===== src/rtl/latch_write_arbiter_pkg.sv =====
// latch_write_arbiter_pkg: FSM encodings and default parameters for the latch write arbiter
package latch_write_arbiter_pkg;
  typedef enum logic [2:0] {
    IDLE  = 3'd0,
    SETUP = 3'd1,
    OPEN  = 3'd2,
    HOLD  = 3'd3,
    ACK   = 3'd4
  } state_t;
  localparam int DEF_WIDTH = 8;
  localparam int DEF_EN_CYCLES = 1;
endpackage


===== src/rtl/latch_write_arbiter_rr_arb2.sv =====
// rr_arb2: combinational two-way round-robin pick; on a tie the port other than rr_last wins
module rr_arb2 (
  input  logic [1:0] req,
  input  logic       rr_last,
  output logic [1:0] gnt
);
  always_comb gnt = &req ? (rr_last ? 2'b01 : 2'b10) : req;
endmodule


===== src/rtl/latch_write_arbiter.sv =====
// latch_write_arbiter: two-writer round-robin sequencer for a gated D latch bank (setup/open/hold).
// Optional LATCH_VERIFY_EN adds lat_q readback and a sticky err flag.
module latch_write_arbiter
  import latch_write_arbiter_pkg::*;
#(
  parameter int WIDTH = DEF_WIDTH,
  parameter int EN_CYCLES = DEF_EN_CYCLES
) (
  input  logic             c,
  input  logic             rst_n,
  input  logic             req0,
  input  logic [WIDTH-1:0] d0,
  input  logic             req1,
  input  logic [WIDTH-1:0] d1,
  output logic             ack0,
  output logic             ack1,
  output logic [1:0]       gnt,
  output logic             busy,
  output logic [WIDTH-1:0] lat_d,
  output logic             lat_en
`ifdef LATCH_VERIFY_EN
  ,
  input  logic [WIDTH-1:0] lat_q,
  output logic             err
`endif
);
  localparam int CW = $clog2(EN_CYCLES + 1);
  state_t state, state_n;
  logic [CW-1:0] cnt;
  logic [1:0] win, gnt_q;
  logic rr_last;
  rr_arb2 u_arb (.req({req1, req0}), .rr_last(rr_last), .gnt(win));
  always_comb
    state_n = state == IDLE  ? ((req0 | req1) ? SETUP : IDLE) :
              state == SETUP ? OPEN :
              state == OPEN  ? ((cnt == '0) ? HOLD : OPEN) :
              state == HOLD  ? ACK : IDLE;
  // lat_en comes straight from a flop so the latch enable can never glitch
  always_ff @(posedge c or negedge rst_n) begin
    if (!rst_n) begin
      state   <= IDLE;
      cnt     <= '0;
      lat_d   <= '0;
      lat_en  <= 1'b0;
      gnt_q   <= 2'b00;
      rr_last <= 1'b1;
    end else begin
      state  <= state_n;
      lat_en <= state_n == OPEN;
      if (state == SETUP) cnt <= CW'(EN_CYCLES - 1);
      else if (state == OPEN && cnt != '0) cnt <= cnt - CW'(1);
      if (state == IDLE && state_n == SETUP) begin
        gnt_q   <= win;
        lat_d   <= win[1] ? d1 : d0;
        rr_last <= win[1];
      end else if (state == ACK) gnt_q <= 2'b00;
    end
  end
  assign gnt  = gnt_q;
  assign busy = state != IDLE;
  assign ack0 = state == ACK && gnt_q[0];
  assign ack1 = state == ACK && gnt_q[1];
`ifdef LATCH_VERIFY_EN
  logic err_q, miss;
  assign miss = state == ACK && lat_q != lat_d;
  always_ff @(posedge c or negedge rst_n) begin
    if (!rst_n) err_q <= 1'b0;
    else err_q <= err_q | miss;
  end
  assign err = err_q | miss;
`endif
endmodule


===== config.mk =====
export PLATFORM = sky130hd
export DESIGN_NAME = latch_write_arbiter
export DESIGN_NICKNAME = d
export VERILOG_FILES = /design/src/rtl/latch_write_arbiter_pkg.sv /design/src/rtl/latch_write_arbiter_rr_arb2.sv /design/src/rtl/latch_write_arbiter.sv
export SDC_FILE = /design/constraint.sdc
export NUM_CORES = 1
export LEC_CHECK = 0
export CELL_PAD_IN_SITES_DETAIL_PLACEMENT = 0
export CELL_PAD_IN_SITES_GLOBAL_PLACEMENT = 2
export CORE_UTILIZATION = 24
export DETAILED_ROUTE_END_ITERATION = 8
export PLACE_DENSITY = 0.76
export SLEW_MARGIN = 20
export SYNTH_ARGS = -nofsm -noshare
export SYNTH_HDL_FRONTEND = slang
export SYNTH_SLANG_ARGS = --single-unit

===== constraint.sdc =====
create_clock -name c -period 1.54 [get_ports c]
set_input_delay 0.385 -clock c [delete_from_list [all_inputs] [get_ports c]]
set_output_delay 0.385 -clock c [all_outputs]
set_load 0.1 [all_outputs]

After elaboration in Yosys (flattened, before gate mapping)
Index checks and enable logic that the tools add are counted.
Word-level totals
  flip-flop bits (word level): 16
  input port bits: 20
  logic and storage cells: 36
Operators by class
  $add $sub $neg: 1
  eq/ne operators: 6
  muxes and demuxes: 13
  bitwise logic cells: 1
  reductions and logical operators: 9
Operators with widths (number)
  two-way mux 3 bit: 4
  == test 3 x 2 -> 1 bit, second input constant: 3
  two-way mux 2 bit: 4
  two-way mux 8 bit: 1
  == test 3 x 1 -> 1 bit, second input constant: 2
  logical AND 1 bit: 4
  two-way mux 1 bit: 4
  nonzero test 2 bit: 2
  == test 3 bit, second input constant: 1
  zero test 3 bit: 1
  nonzero test 3 bit: 1
  AND reduction 2 bit: 1
  OR 1 bit: 1
  subtractor 1 bit, second input constant: 1

Longest topological paths before layout
  depth after elaboration: 8
  depth in mapped cells: 5

Cells and area by module
Synthesis repeated with hierarchy kept, for this count alone.
Unflattened totals
  cell total of the unflattened synthesis: 58
  area, all modules: 817.0 um2
Modules (own cells, without submodules)
  latch_write_arbiter: instances 1, cells an instance 55, area an instance 798.3 um2, seq. area each 401.6 um2
  rr_arb2: instances 1, cells an instance 3, area an instance 18.8 um2, seq. area each 0.0 um2

Worst setup path after synthesis
Ideal clock, no wire load.
  kind: flip-flop to output port
  start: reg gnt_q[1] (netlist: gnt[1])
  end: out ack1
  data arrival time: 1.832 ns
  required time: 1.155 ns
  setup slack: -0.677 ns
  stages on the path, launching flop included: 2
  path buffers: 0
  cells stage by stage: dfrtp_1 and3_1
On the way
  cells in the longest elaborated chain, start to end: 1
RTL lines
  start: declaration: line latch_write_arbiter.sv:30  | logic [1:0] win, gnt_q;
  start signal: assignment: line latch_write_arbiter.sv:53  | gnt_q <= win;
  logical AND 1 bit: line latch_write_arbiter.sv:62  | assign ack1 = state == ACK && gnt_q[1];
  end: declaration: line latch_write_arbiter.sv:16  | output logic ack1,
Every way passes these cells.

Final worst setup path
  start: reg state[1]
  end: out busy
On the way
  cells in the longest elaborated chain, start to end: 1
RTL lines
  start: declaration: line latch_write_arbiter.sv:28  | state_t state, state_n;
  start signal: assignment: line latch_write_arbiter.sv:48  | state <= state_n;
  nonzero test 3 bit: line latch_write_arbiter.sv:60  | assign busy = state != IDLE;
  end: declaration: line latch_write_arbiter.sv:18  | output logic busy,
Every way passes these cells.

==> metrics.md <==
| Metric | Value |
|---|---|
| Sink Count | 16 |
| Synth Area in Adders | 0 |
| Die Height | just under 60 um |
| Non-Filler Instances | around 150 |
| Leading area contributor after synthesis | dfrtp_1 |
| First-pass GRT wire length | between 3000 and 4000 um |
| Clock-pin slew on the worst setup and hold paths | 90 ps |
| Rows | 20 |
| Clock Latency Late Sink | between 200 and 300 ps |
| Start of the worst register-to-register path | state[1] |
| Post-synthesis xor/xnor area fraction | 0 |
| Compound-gate portion of the synthesized area | 0.182 |
| Crit path largest cell delay | about 460 ps |
| Fin. max-slew vios | 0 |
| Synthesized flop and latch total | 16 |
| Asr flop ratio synth | 1.00 |
| Clk_skew | 5.98 ps |
| Mux contribution to synthesized area | 0 |
| I/O pins | 34 |
| Initial antenna violation count | 0 |
| Avg Inst Size Synth | approximately 12 sq um |
| # DRC | 0 |
| Yosys warning count | 0 |
| CTS tree | done |
| Slew @ Worst Pin | 308 ps |
| Hold WC Path Type | input port to asynchronous set/reset pin |
| Main combinational cell family by area after synthesis | simple AND/OR/NAND/NOR gates |
| Final GP Congestion | between 0.6 and 0.7 |
| Drt initial violations | 7 |
| Final Setup Violations | 3 |
| Post-DP HPWL | between 1000 and 1500 um |
| Layout filler cell count | just under 300 |
| GRT Overall Usage | 0.120 |
| Placed cell area | 1350 sq um |
| Layout Utilization | 0.471 |
| Syn nets | slightly above 80 |
| Worst setup margin | -148 ps |
| F_max | 593 MHz |
| Seq/Total Area, Yosys | 0.523 |
| Drt total wl | 1910 um |
| Crit path arrival time | ~1300 ps |
| GRT Residual Overflow | 0 |
| Period utilisation layout | 1.10 |
| Largest net degree at the start of global routing | 17 |
| Syn Inst Count | 62 |
| Post-route ant nets | 0 |
| Top cells by count, synth | 15 x dfrtp_1, 8 x nand4b_1, 8 x o221a_1 |
| Crit path cell chain | nor3_2, buf_4, clkinvlp_4, buf_12 |
| Simple-Gate Fraction of Synth Area | 0.236 |
| RSZ-0062 raised after global routing | yes |
| Slew HR | 0.794 |
| Number of global-route vias before repair | about 650 |
| Status | finished, violations left |
| Final min period | roughly 1700 ps |
| Setup crit start | state[1] |
| Mapped cell area | 768 sq um |
| Multi-input gate area | 358 sq um |
| Final hold vios | 0 |
| Antenna fix cells | 0 |
| Area grow syn2layout | 87.3% |
| Failing checks | setup timing |
| Top cells by area, synth | dfrtp_1 49%, o221a_1 12%, nand4b_1 9.1% |
| Crit-path max FO | 4 |
| Top FF cell, synth | dfrtp_1 |
| Register cell area after layout | just over 400 sq um |
| Hold buffers post-CTS | 0 |
| Design area | 1440 sq um |
| H-tree level count | 1 |
| Yosys top cell area share | 0.489 |
| Crit. End Element | output pin |
| Number of vias per cell | approximately 4.6 |
| Worst endpoint required time | around 1200 ps |
| Max_cap viols | 0 |
| WL/cell | 12.5 um |
| Die Area | between 3000 and 4000 sq um |
| DR pass1 iterations | 4 |
| Longest Clk Path Bufs | 2 |
| CTS Buf Count | 3 |
| Slowest CP cell | dfrtp_2 |
| WS Path Type | flop to output pin |
| Placed insts | about 140 |
| Die W | ~59 um |
| WHS | 416 ps |
| Clk root buf | clkbuf_4 |
| Layout Nets | roughly 130 |
| EDFF count, synth | 0 |
| Count leader, synth | dfrtp_1 |
| Yosys cell types | 26 |
| FF-to-FF path depth | 6 |
| Area of the core | roughly 3100 sq um |
| Initial cell density of the core | 0.252 |
| Critical Path Start Type | flop |
| DR vias | roughly 700 |
| I/O Buffers | 33 |
| Layout cells sized above 1 | 0.417 |
## flip-flops by register name (all words and copies together), names as in the netlist
| signal | count |
|---|---|
| lat_d | 8 |
| rr_last | 1 |
| gnt | 2 |
| lat_en | 1 |
| cnt | 1 |
| state | 3 |
## through the flow
| step | TNS [ps] | setup WS [ps] |
|---|---|---|
| final | -324 | -148 |
| after global routing | -478 | -221 |
| after CTS | -426 | -168 |
| after detailed placement | -525 | -57.0 |
| after global placement | -399 | -44.8 |
| after floorplan | -44.6 | -44.6 |
## placed cells by master (no fill, tap or decap), types with 2 or more instances in the layout
| master | instances |
|---|---|
| buf_12 | 14 |
| nand3_4 | 2 |
| dfrtp_1 | 11 |
| a21oi_1 | 3 |
| o21ai_0 | 2 |
| and3_4 | 2 |
| clkdlybuf4s50_1 | 19 |
| o221a_1 | 8 |
| clkbuf_4 | 3 |
| buf_4 | 12 |
| nand2b_1 | 2 |
| nand4b_1 | 8 |
| dfrtp_2 | 4 |
## cell families (layout without fill, tap and decap cells)
group,Yosys count,in the layout
flops,16,16
buf+inv,7,52
simple gates,23,24
compound gates,16,16
## repair_timing
action / 4_1_cts / 5_1_grt
cloned: 0 / 1
pin swaps: 2 / 1
endpoints found under the setup margin: 3 / 11
gates resized for setup: 4 / 3
setup buffers: 2 / 1
## final cells by class
class                      instances  area share
tap                               44      0.0383
multi-input combinational         40       0.249
inverter                           2     0.00783
timing repair buffer              46       0.397
clock buffer                       4      0.0252
sequential                        16       0.283
## routing by layer
layer / vias to the layer above / global-route usage / part of all wire
met5: - / 0 / 0
met4: 0 / 0.0408 / 0.011
li1: 335 / - / -
met3: 2 / 0.0352 / 0.039
met2: 16 / 0.186 / 0.50
met1: 339 / 0.161 / 0.45
## worst paths after layout
path / to / slack, ps
max: busy / -150
min: lat_en / 420
max reg2reg: lat_d[1] / 90
min reg2reg: rr_last / 500
max in group asynchronous: rr_last / 880
min in group c: rr_last / 500
## worst max-delay path, delay by kind of cell (launching register included)
kind          cells  cell delay (ps)
buf+inv           3              390
flops             1              460
simple gates      1              160
Power is not shown: default switching activity piles up to over one toggle a cycle in this logic, so the estimate is an artifact.
